**src/rtl/uart_rx_if.sv**
```systemverilog
// Receive-side bundle of the inter-FPGA UART link: serial line in, decoded byte and status out.
// The receiver takes the slave view; the line driver and byte consumer take the master view.
interface uart_rx_if;
  logic       rx;
  logic [7:0] data_out;
  logic       data_valid;
  logic       parity_err;
  logic       frame_err;
  logic       rx_busy;

  modport master (
    output rx,
    input  data_out,
    input  data_valid,
    input  parity_err,
    input  frame_err,
    input  rx_busy
  );

  modport slave (
    input  rx,
    output data_out,
    output data_valid,
    output parity_err,
    output frame_err,
    output rx_busy
  );
endinterface

```
**src/rtl/uart_rx.sv**
```systemverilog
// UART receiver for 11-bit frames: start, data MSB first, parity, stop.
// Each byte is delivered with a one-cycle strobe together with its parity and framing status.
module uart_rx #(
  parameter int unsigned CLK_FREQ  = 50000000,
  parameter int unsigned BAUD_RATE = 9600,
  parameter int unsigned PARITY    = 0
) (
  input logic     clk,
  input logic     reset,
  uart_rx_if.slave bus
);

  localparam int unsigned BIT_CLKS  = CLK_FREQ / BAUD_RATE + 1;
  localparam int unsigned HALF_CLKS = BIT_CLKS / 2;

  localparam logic [31:0] BitLast  = 32'(BIT_CLKS - 1);
  localparam logic [31:0] HalfLast = 32'(HALF_CLKS - 1);

  typedef enum logic [2:0] {
    StWaitIdle,
    StIdle,
    StStart,
    StData,
    StParity,
    StStop
  } state_e;

  state_e      state_q, state_d;
  logic [31:0] clk_count_q, clk_count_d;
  logic [2:0]  bit_index_q, bit_index_d;
  logic [7:0]  shift_q, shift_d;
  logic        mismatch_q, mismatch_d;
  logic [7:0]  data_out_q, data_out_d;
  logic        data_valid_q, data_valid_d;
  logic        parity_err_q, parity_err_d;
  logic        frame_err_q, frame_err_d;
  logic        rx_busy_q, rx_busy_d;

  logic rx_meta_q, rx_s_q;
  logic parity_exp;

  // Two-flop synchroniser; resetting low forces the receiver to see a high line before re-arming.
  always_ff @(posedge clk or posedge reset) begin
    if (reset) begin
      rx_meta_q <= 1'b0;
      rx_s_q    <= 1'b0;
    end else begin
      rx_meta_q <= bus.rx;
      rx_s_q    <= rx_meta_q;
    end
  end

  always_ff @(posedge clk or posedge reset) begin
    if (reset) begin
      state_q      <= StWaitIdle;
      clk_count_q  <= '0;
      bit_index_q  <= '0;
      shift_q      <= '0;
      mismatch_q   <= 1'b0;
      data_out_q   <= '0;
      data_valid_q <= 1'b0;
      parity_err_q <= 1'b0;
      frame_err_q  <= 1'b0;
      rx_busy_q    <= 1'b0;
    end else begin
      state_q      <= state_d;
      clk_count_q  <= clk_count_d;
      bit_index_q  <= bit_index_d;
      shift_q      <= shift_d;
      mismatch_q   <= mismatch_d;
      data_out_q   <= data_out_d;
      data_valid_q <= data_valid_d;
      parity_err_q <= parity_err_d;
      frame_err_q  <= frame_err_d;
      rx_busy_q    <= rx_busy_d;
    end
  end

  always_comb begin
    parity_exp = (PARITY != 0) ? ~^shift_q : ^shift_q;

    state_d      = state_q;
    clk_count_d  = clk_count_q;
    bit_index_d  = bit_index_q;
    shift_d      = shift_q;
    mismatch_d   = mismatch_q;
    data_out_d   = data_out_q;
    data_valid_d = 1'b0;
    parity_err_d = 1'b0;
    frame_err_d  = 1'b0;
    rx_busy_d    = rx_busy_q;

    case (state_q)
      StWaitIdle: begin
        if (rx_s_q) begin
          state_d = StIdle;
        end
      end

      StIdle: begin
        if (!rx_s_q) begin
          state_d     = StStart;
          clk_count_d = '0;
          rx_busy_d   = 1'b1;
        end
      end

      StStart: begin
        if (clk_count_q == HalfLast) begin
          clk_count_d = '0;
          if (rx_s_q) begin
            // Line back high at mid-start: a glitch, not a frame.
            state_d   = StIdle;
            rx_busy_d = 1'b0;
          end else begin
            state_d     = StData;
            bit_index_d = 3'd7;
          end
        end else begin
          clk_count_d = clk_count_q + 32'd1;
        end
      end

      StData: begin
        if (clk_count_q == BitLast) begin
          clk_count_d = '0;
          shift_d     = {shift_q[6:0], rx_s_q};
          bit_index_d = bit_index_q - 3'd1;
          if (bit_index_q == 3'd0) begin
            state_d = StParity;
          end
        end else begin
          clk_count_d = clk_count_q + 32'd1;
        end
      end

      StParity: begin
        if (clk_count_q == BitLast) begin
          clk_count_d = '0;
          mismatch_d  = (rx_s_q != parity_exp);
          state_d     = StStop;
        end else begin
          clk_count_d = clk_count_q + 32'd1;
        end
      end

      StStop: begin
        if (clk_count_q == BitLast) begin
          clk_count_d  = '0;
          data_out_d   = shift_q;
          data_valid_d = 1'b1;
          parity_err_d = mismatch_q;
          frame_err_d  = ~rx_s_q;
          rx_busy_d    = 1'b0;
          // A low stop bit may be a break; wait for the line to return high before re-arming.
          state_d      = rx_s_q ? StIdle : StWaitIdle;
        end else begin
          clk_count_d = clk_count_q + 32'd1;
        end
      end

      default: begin
        state_d = StWaitIdle;
      end
    endcase
  end

  assign bus.data_out   = data_out_q;
  assign bus.data_valid = data_valid_q;
  assign bus.parity_err = parity_err_q;
  assign bus.frame_err  = frame_err_q;
  assign bus.rx_busy    = rx_busy_q;

endmodule

```
**src/flat_wrapper.sv**
```systemverilog
// flat-port wrapper written by rule: the top's interface ports become plain ports
module uart_rx_flat 
#(
  parameter int unsigned CLK_FREQ  = 50000000,
  parameter int unsigned BAUD_RATE = 9600,
  parameter int unsigned PARITY    = 0
)
  (clk, reset, bus_rx, bus_data_out, bus_data_valid, bus_parity_err, bus_frame_err, bus_rx_busy);
  uart_rx_if bus_i ();
  input logic clk;
  input logic reset;
  input wire logic [$bits(bus_i.rx)-1:0] bus_rx;
  output wire logic [$bits(bus_i.data_out)-1:0] bus_data_out;
  output wire logic [$bits(bus_i.data_valid)-1:0] bus_data_valid;
  output wire logic [$bits(bus_i.parity_err)-1:0] bus_parity_err;
  output wire logic [$bits(bus_i.frame_err)-1:0] bus_frame_err;
  output wire logic [$bits(bus_i.rx_busy)-1:0] bus_rx_busy;
  assign bus_i.rx = bus_rx;
  assign bus_data_out = bus_i.data_out;
  assign bus_data_valid = bus_i.data_valid;
  assign bus_parity_err = bus_i.parity_err;
  assign bus_frame_err = bus_i.frame_err;
  assign bus_rx_busy = bus_i.rx_busy;
  uart_rx #(.CLK_FREQ(CLK_FREQ), .BAUD_RATE(BAUD_RATE), .PARITY(PARITY)) u_core (.clk(clk), .reset(reset), .bus(bus_i));
endmodule
```
**config.mk**
```make
export PLATFORM = sky130hd
export DESIGN_NAME = uart_rx_flat
export DESIGN_NICKNAME = d
export VERILOG_FILES = /design/src/rtl/uart_rx_if.sv /design/src/rtl/uart_rx.sv /design/src/flat_wrapper.sv
export SDC_FILE = /design/constraint.sdc
export NUM_CORES = 1
export LEC_CHECK = 0
export BUFFER_PORTS_ARGS = -buffer_cell sky130_fd_sc_hd__clkbuf_2
export CAP_MARGIN = 20
export CORE_MARGIN = 1.5
export CORE_UTILIZATION = 38
export DETAILED_ROUTE_END_ITERATION = 8
export GPL_TIMING_DRIVEN = 0
export SKIP_CTS_REPAIR_TIMING = 1
export SYNTH_ARGS = -nofsm -noshare
export SYNTH_HDL_FRONTEND = slang
export SYNTH_SLANG_ARGS = --single-unit
```
**constraint.sdc**
```tcl
create_clock -name clk -period 2.8 [get_ports clk]
set_input_delay 0.56 -clock clk [delete_from_list [all_inputs] [get_ports clk]]
set_output_delay 0.56 -clock clk [all_outputs]
set_load 0.01 [all_outputs]
```
==> flow_summary.json, run 1 <==
{
  "die_y_microns": 96.8,
  "critPathCapture": "u_core.clk_count_q[27]",
  "synthXorXnorAreaFrac": 0.0760,
  "synth_area_sq_um": 3340,
  "tightest_slew_ns": 0.667,
  "crit_required_ns": 3.03,
  "synth-edff-count": 0,
  "h-tree-depth": 3,
  "diodes": 0,
  "reg2reg_from": "u_core.clk_count_q[0]",
  "finalSetupViolCount": 0,
  "firstDrtPassIters": 5,
  "chipWidth_microns": 96.8,
  "synthFlopType": "dfrtp_1",
  "boundaryPins": 15,
  "cp_max_fo": 10,
  "vias": 2555,
  "grt_usage": 0.158,
  "crit_path_cell_trace": "ha_1, and4bb_2, nand3_1, a32o_1, buf_2, a21oi_2, buf_4, nor2_1",
  "synth-compound-area-share": 0.102,
  "numCtsBuffers": 9,
  "grt_max_degree": 41,
  "overflow": 0,
  "slowest_stage": "dfrtp_1",
  "root_buffer": "clkbuf_8",
  "seqPwrFrac": 0.396,
  "ant_nets": 0,
  "p_switching_w": 0.000992,
  "netlist_instances": 329,
  "arrival_ns": 2.63,
  "p_int_w": 0.00162,
  "power.share.switching": 0.380,
  "clockPowerShare": 0.320,
  "drive_gt1_frac": 0.225,
  "post-route-period-util": 0.858,
  "r2r-end": "u_core.clk_count_q[27]",
  "synth_fa_ha_area_frac": 0.0150,
  "hold_slack_ns": 0.216,
  "endpoint_kind": "flop",
  "synthMuxAreaShare": 0.0674,
  "synthTopCellsByCount": "dfrtp_1 (61), nor2_1 (34), nand2_1 (22)",
  "ir_worst_vdd_mv": 0.300,
  "slowest_delay_ns": 0.41,
  "p_total_w": 0.00261,
  "p_comb_frac": 0.283,
  "status": "finished, final reports clean",
  "dp_hpwl_microns": 4920,
  "crit_start": "u_core.clk_count_q[0]",
  "cts_num_sinks": 61,
  "drcViolationCount": 0,
  "synth_top_family_by_area": "simple AND/OR/NAND/NOR gates",
  "routed_wl_microns": 7090,
  "start_util": 0.387,
  "grt_pass1_wl_microns": 12200,
  "synth_cell_types": 58,
  "clk_latency_ns": 0.35,
  "antenna_found_initial": 0,
  "layout.nets": 362,
  "avgViaCountPerCell": 5.46,
  "core_area_sq_um": 8640,
  "drt_iter0_drc": 160,
  "rsz0062_at_grt": "no",
  "row_count": 34,
  "synth_top_area_share": 0.457,
  "fmax_mhz": 416,
  "final.setup_skew_ns": 0.00996,
  "final_util": 0.437,
  "ys_ff_latch": 61,
  "synth_simple_gate_area_share": 0.240,
  "ys_warn_count": 0,
  "power_density_nw_per_um2": 693,
  "synth_top_cell_by_area": "dfrtp_1",
  "die-area_sq_um": 9360,
  "clk_pin_slew_ns": 0.08,
  "grt_pass1_vias": 2440,
  "synth.most_common_cell": "dfrtp_1",
  "slew_headroom": 0.553,
  "synthToLayoutAreaGrowth_pct": 12.9,
  "syn-mean-instance-area_sq_um": 10.2,
  "io_buffers": 14,
  "r2r_cells": 8,
  "syn_nets": 336,
  "crit_path_start_kind": "flop",
  "drv_cap": 0,
  "hp-class": "input port to async pin",
  "gp_congestion": 0.860,
  "worstSetupPathType": "flop to flop",
  "cts_tree": "done",
  "wire_per_inst_microns": 15.1,
  "reg2reg_slack_ns": 0.40,
  "yosys-top-cells-area": "dfrtp_1 (46%), mux2_2 (6.7%), xor2_1 (5.2%)",
  "synth-seq-area-share": 0.457,
  "clk_path_buf_depth": 2,
  "maxSlewViolCount": 0,
  "leakagePower_nw": 1.70,
  "period_minus_slack_ns": 2.40,
  "hold_violations": 0,
  "async_reset_ff_frac": 1.00
}
## cell families (layout without fill, tap and decap cells)
group,after synthesis,in the layout
AOI/OAI and AO/OA,49,49
xor gates and xnor gates,29,29
adders and majority gates,4,4
buffers and inverters,28,59
muxes,20,20
and+or+nand+nor,138,138
DFF,61,61
## cell usage in the layout, fill, tap and decap left out, drive strengths merged, types with 3 or more instances in the layout
master | synthesis | layout
dfrtp | 61 | 61
nor2 | 36 | 36
clkbuf | 3 | 26
nand2 | 23 | 23
mux2 | 20 | 20
xor2 | 20 | 20
inv | 16 | 19
nand3 | 18 | 18
nand4 | 17 | 17
a21oi | 13 | 13
o21ai | 10 | 10
buf | 9 | 10
xnor2 | 9 | 9
nor3 | 8 | 8
and3 | 5 | 5
and2 | 5 | 5
nor4 | 5 | 5
a211oi | 5 | 5
or3 | 4 | 4
o22ai | 4 | 4
ha | 4 | 4
o211ai | 3 | 3
o31ai | 3 | 3
and4 | 3 | 3
or4 | 3 | 3
clkinv | 0 | 3
## how the worst min path moves through the flow
stage               depth (start not counted)  slack [ns]                endpoint              from
global route                                2        0.24       u_core.shift_q[3]             reset
finish                                      2        0.22  u_core.bus.data_out[4]             reset
global placement                            0        0.34           u_core.rx_s_q  u_core.rx_meta_q
CTS                                         2        0.24       u_core.shift_q[4]             reset
detailed placement                          0        0.35           u_core.rx_s_q  u_core.rx_meta_q
floorplan                                   0        0.33           u_core.rx_s_q  u_core.rx_meta_q
## critical path, delay by kind of cell (launching register included)
kind	cells	cell delay, ns
simple gates	3	0.50
fa+ha+maj	1	0.27
flops	1	0.41
buf+inv	2	0.44
compound gates	2	0.69
## layer usage
layer | global-route usage | share of wire | vias to the layer above
met3 | 0.0231 | 0.033 | 13
met2 | 0.231 | 0.45 | 59
met4 | 0.0747 | 0.018 | 0
li1 | - | - | 1245
met5 | 0 | 0 | -
met1 | 0.230 | 0.50 | 1238
## flip-flops by register name, summed over array words and instances, names as in the netlist
| name | cells |
|---|---|
| u_core.bus.rx_busy | 1 |
| u_core.clk_count_q | 32 |
| u_core.mismatch_q | 1 |
| u_core.bus.frame_err | 1 |
| u_core.bit_index_q | 3 |
| u_core.state_q | 3 |
| u_core.rx_meta_q | 1 |
| u_core.shift_q | 8 |
| u_core.bus.parity_err | 1 |
| u_core.bus.data_valid | 1 |
| u_core.rx_s_q | 1 |
| u_core.bus.data_out | 8 |
## final cells by class
cell class                      count  area, sq um
Clock inverter                      7         81.3
Multi-Input combinational cell    240         1670
Buffer                             12         80.1
Clock buffer                        9          124
Timing Repair Buffer               15         90.1
Tap cell                          108          135
Sequential cell                    61         1530
Inverter                           16         60.1
Fill cell                         826         4860
## through the flow
| stage | cells | setup WS [ns] | area [sq um] | TNS (ns) |
|---|---|---|---|---|
| 2_1_floorplan | 329 | 0.727 | 3340 | 0 |
| 3_3_place_gp | 451 | -0.0682 | 3550 | -3.85 |
| 5_1_grt | 468 | 0.190 | 3770 | 0 |
| 6_report | 468 | 0.396 | 3770 | 0 |
| 4_1_cts | 468 | 0.365 | 3770 | 0 |
| 3_5_place_dp | 452 | 0.388 | 3570 | 0 |
## power by group through the flow
stage	combinational, W	sequential (W)	clock (W)
5_1_grt	0.000838	0.00104	0.000891
3_5_place_dp	0.000738	0.00105	0
6_report	0.000740	0.00104	0.000837
2_1_floorplan	0.000571	0.00102	0
4_1_cts	0.000744	0.00103	0.000861
3_3_place_gp	0.000726	0.00104	0
Note: power is estimated with default switching activity, not from simulation.
==> run 2: changes to the inputs <==
Settings changed: ABC_CLOCK_PERIOD_IN_PS set to 2500.
Clock period 2.8 ns to 2.5 ns, I/O delays scaled along.
==> flow_summary.json, run 2 (same netlist as run 1, synthesis figures left out) <==
{
  "grt_util_met2": 0.231,
  "clk_pin_slew_ns": 0.08,
  "placed_area_sq_um": 3570,
  "core_area_sq_um": 8640,
  "drv_cap": 0,
  "grt_max_degree": 41,
  "overflow": 0,
  "hold_slack_ns": 0.159,
  "cp_max_fo": 5,
  "grt_usage": 0.158,
  "endpoint_kind": "flop",
  "met3_usage": 0.0231,
  "grt_pass1_vias": 2440,
  "tns_ns": 0,
  "crit_start": "u_core.clk_count_q[0]",
  "drt_iter0_drc": 138,
  "finalNonFillerCells": 469,
  "drive_gt1_frac": 0.227,
  "wire_per_inst_microns": 15.3,
  "fmax_mhz": 433,
  "gp_congestion": 0.860,
  "slew_headroom": 0.552,
  "design_area_sq_um": 3800,
  "finalSetupViolCount": 0,
  "firstDrtPassIters": 4,
  "period_minus_slack_ns": 2.31,
  "clockPowerShare": 0.318,
  "boundaryPins": 15,
  "arrival_ns": 2.53,
  "vias": 2556,
  "root_buffer": "clkbuf_8",
  "post-route-period-util": 0.923,
  "p_int_w": 0.00182,
  "antenna_found_initial": 0,
  "drcViolationCount": 0,
  "clk_latency_ns": 0.34,
  "cts_tree": "done",
  "diodes": 0,
  "row_count": 34,
  "clk_path_buf_depth": 2,
  "layout_common_cells": "dfrtp_1 (61), nor2_1 (34), nand2_1 (22), mux2_2 (20), xor2_1 (20)",
  "tightest_slew_ns": 0.668,
  "hold_violations": 0,
  "status": "finished, final reports clean",
  "ir_worst_vdd_mv": 0.336,
  "cts_num_sinks": 61,
  "top_usage_layer": "met2",
  "power.share.switching": 0.381,
  "hp-class": "input port to async pin",
  "chipWidth_microns": 96.8,
  "power_density_nw_per_um2": 774,
  "worstSetupPathType": "flop to flop",
  "largest-register": "u_core.clk_count_q",
  "final_util": 0.440,
  "layout.nets": 363,
  "r2r_cells": 6,
  "start_util": 0.387,
  "die_y_microns": 96.8,
  "p_switching_w": 0.00112,
  "place_inst": 452,
  "leakagePower_nw": 1.71,
  "routed_wl_microns": 7150,
  "maxSlewViolCount": 0,
  "p_comb_frac": 0.288,
  "final.setup_skew_ns": 0.00890,
  "reg2reg_from": "u_core.clk_count_q[0]",
  "crit_required_ns": 2.73,
  "ant_nets": 0,
  "grt_pass1_wl_microns": 12200,
  "grt_use_met1": 0.230,
  "h-tree-depth": 3,
  "dp_hpwl_microns": 4920,
  "largest_register_ffs": 32,
  "final_common_cell": "dfrtp_1",
  "die-area_sq_um": 9360,
  "crit_path_start_kind": "flop",
  "avgViaCountPerCell": 5.45,
  "numCtsBuffers": 9,
  "rsz0062_at_grt": "no",
  "io_buffers": 14,
  "synthToLayoutAreaGrowth_pct": 13.7,
  "seqPwrFrac": 0.394
}
run 2: cell count changes in the layout (fill, tap and decap cells not counted):
cell	previous run	this run
a21oi_4	0	1
buf_12	1	2
a21oi_2	2	1
run 2: worst max-delay path, stage by stage, from the launching register on:
cell and delay [ns]:
dfrtp_1 0.41, ha_1 0.27, and4bb_2 0.25, nand3_1 0.17, or3_1 0.37, a211oi_2 0.35, mux2_2 0.37
run 2: power groups by stage:
stage	clock [W]	combinational [W]	sequential [W]
3_3_place_gp	0	0.000813	0.00117
5_1_grt	0.000998	0.000952	0.00117
3_5_place_dp	0	0.000826	0.00117
4_1_cts	0.000965	0.000833	0.00116
6_report	0.000935	0.000848	0.00116
2_1_floorplan	0	0.000640	0.00115
run 2: final cells by class:
type                    instances  area (sq um)
fillers                       823          4840
multi-input cells             240          1680
flip-flops and latches         61          1530
well taps                     108           135
clock buffers                   9           124
repair buffers                 16           110
clock inverters                 7          81.3
plain buffers                  12          80.1
inverters                      16          60.1
run 2: path summary, 6_finish.rpt:
kind                       slack, ns                     end
max                             0.19   u_core.bit_index_q[2]
min                             0.16  u_core.bus.data_out[4]
max reg2reg                     0.19   u_core.bit_index_q[2]
min reg2reg                     0.36           u_core.rx_s_q
max in group asynchronous       1.74   u_core.clk_count_q[9]
min in group clk                0.27        u_core.rx_meta_q
run 2: per-layer routing:
layer,vias up,share of wire
li1,1244,-
met1,1249,0.50
met2,54,0.45
met3,9,0.033
met4,0,0.015
met5,-,0
run 2: through the flow:
stage	worst slack, ns	power [W]
global placement	-0.308	0.00198
detailed placement	0.0878	0.00200
CTS	0.0650	0.00295
finish	0.193	0.00294
floorplan	0.487	0.00179
global route	0.0461	0.00312
==> run 3: changes to the inputs <==
--- a/config.mk
+++ b/config.mk
@@ -14,2 +14,4 @@
 export GPL_TIMING_DRIVEN = 0
+export MAX_ROUTING_LAYER = met4
+export PLACE_DENSITY = 0.62
 export SKIP_CTS_REPAIR_TIMING = 1
==> constraint.sdc (replaced) <==
create_clock -name clk -period 2.5 [get_ports clk]
set_input_delay 0 -clock clk [delete_from_list [all_inputs] [get_ports clk]]
set_output_delay 0 -clock clk [all_outputs]
set_load 0.01 [all_outputs]
==> flow_summary.json, run 3 (same netlist as run 1, synthesis figures left out) <==
{
  "core_area_sq_um": 8640,
  "finalNonFillerCells": 470,
  "hold_violations": 0,
  "clk_latency_ns": 0.35,
  "post-route-period-util": 0.946,
  "placed_area_sq_um": 3570,
  "diodes": 0,
  "numCtsBuffers": 9,
  "endpoint_kind": "flop",
  "final.setup_skew_ns": 0.00807,
  "fmax_mhz": 423,
  "setup_slack_ns": 0.136,
  "cts_tree": "done",
  "synthToLayoutAreaGrowth_pct": 13.5,
  "slowest_delay_ns": 0.46,
  "drcViolationCount": 0,
  "hp-class": "input port to async pin",
  "worstSetupPathType": "flop to flop",
  "crit_path_cell_trace": "nor4b_2, and4_2, nand2_1, nor3_4, mux2_2",
  "io_buffers": 14,
  "tightest_slew_ns": 0.743,
  "ir_worst_vdd_mv": 0.301,
  "root_buffer": "clkbuf_8",
  "avgViaCountPerCell": 5.46,
  "slowest_stage": "dfrtp_1",
  "cp_top_family": "simple AND/OR/NAND/NOR gates",
  "clk_path_buf_depth": 2,
  "grt_util_met2": 0.225,
  "finalSetupViolCount": 0,
  "ant_nets": 0,
  "slew_headroom": 0.502,
  "maxSlewViolCount": 0,
  "grt_pass1_vias": 2475,
  "grt_pass1_wl_microns": 11800,
  "post-place-ws_ns": 0.106,
  "status": "finished, final reports clean",
  "routed_wl_microns": 6870,
  "final_common_cell": "dfrtp_1",
  "leakagePower_nw": 1.71,
  "layout.nets": 364,
  "h-tree-depth": 3,
  "antenna_found_initial": 0,
  "cp_max_fo": 8,
  "tns_ns": 0,
  "cts_num_sinks": 61,
  "layout_common_cells": "dfrtp_1 (61), nor2_1 (34), nand2_1 (22), mux2_2 (20), xor2_1 (20)",
  "drv_cap": 0,
  "largest-register": "u_core.clk_count_q",
  "drt_iter0_drc": 159,
  "place_inst": 452,
  "drive_gt1_frac": 0.224,
  "met3_usage": 0.0217,
  "die-area_sq_um": 9360,
  "firstDrtPassIters": 4,
  "boundaryPins": 15,
  "arrival_ns": 2.60,
  "dp_hpwl_microns": 4790,
  "crit_path_start_kind": "flop",
  "largest_register_ffs": 32,
  "vias": 2566,
  "overflow": 0,
  "wire_per_inst_microns": 14.6,
  "gp_congestion": 0.909,
  "chipWidth_microns": 96.8,
  "crit_required_ns": 2.73,
  "grt_max_degree": 38,
  "cp_num_buf_inv": 0,
  "grt_usage": 0.161,
  "design_area_sq_um": 3790,
  "die_y_microns": 96.8,
  "clk_pin_slew_ns": 0.08,
  "final_util": 0.439,
  "power_density_nw_per_um2": 766,
  "period_minus_slack_ns": 2.36,
  "row_count": 34,
  "start_util": 0.387,
  "rsz0062_at_grt": "no",
  "grt_use_met1": 0.226,
  "fill_cells": 838,
  "top_usage_layer": "met1"
}
run 3: layout make-up:
class | count | area [sq um] | area share
tap | 108 | 135 | 0.0356
sequential | 61 | 1530 | 0.403
clock buffer | 9 | 124 | 0.0327
inverter | 16 | 60.1 | 0.0158
timing repair buffer | 17 | 110 | 0.0290
buffer | 12 | 80.1 | 0.0211
clock inverter | 7 | 75.1 | 0.0198
multi-input combinational | 240 | 1680 | 0.443
run 3: power breakdown:
| group | switching, W | leakage [nW] | internal, W |
|---|---|---|---|
| clock network | 0.000427 | 0.104 | 0.000465 |
| registers | 0.000105 | 0.830 | 0.00106 |
| logic | 0.000565 | 0.774 | 0.000288 |
run 3: tightest hold or removal path: stages:
cell and delay, ns:
dlygate4sd3_1 0.53, clkbuf_2 0.11, inv_2 0.41
run 3: final timing paths:
| kind | startpoint | endpoint | slack [ns] | depth (start not counted) |
|---|---|---|---|---|
| setup / recovery | u_core.clk_count_q[5] | u_core.bus.data_out[6] | 0.14 | 5 |
| hold / removal | reset | u_core.clk_count_q[30] | 0.23 | 3 |
| setup reg to reg | u_core.clk_count_q[5] | u_core.bus.data_out[6] | 0.14 | 5 |
| hold reg to reg | u_core.rx_meta_q | u_core.rx_s_q | 0.35 | 0 |
| max in group asynchronous | reset | u_core.bus.frame_err | 1.69 | 4 |
| min in group clk | bus_rx | u_core.rx_meta_q | 0.30 | 2 |
run 3: routing by layer:
metal | routed length (microns) | vias to the layer above
met1 | 3450 | 1260
met5 | 0 | -
met4 | 180 | 0
li1 | - | 1240
met2 | 3010 | 52
met3 | 228 | 14
run 3: per-stage QoR:
step	hold WS, ns	power [W]
2_1_floorplan	0.0314	0.00179
5_1_grt	0.291	0.00308
4_1_cts	-0.307	0.00291
6_report	0.230	0.00291
3_5_place_dp	0.0722	0.00200
3_3_place_gp	0.109	0.00198
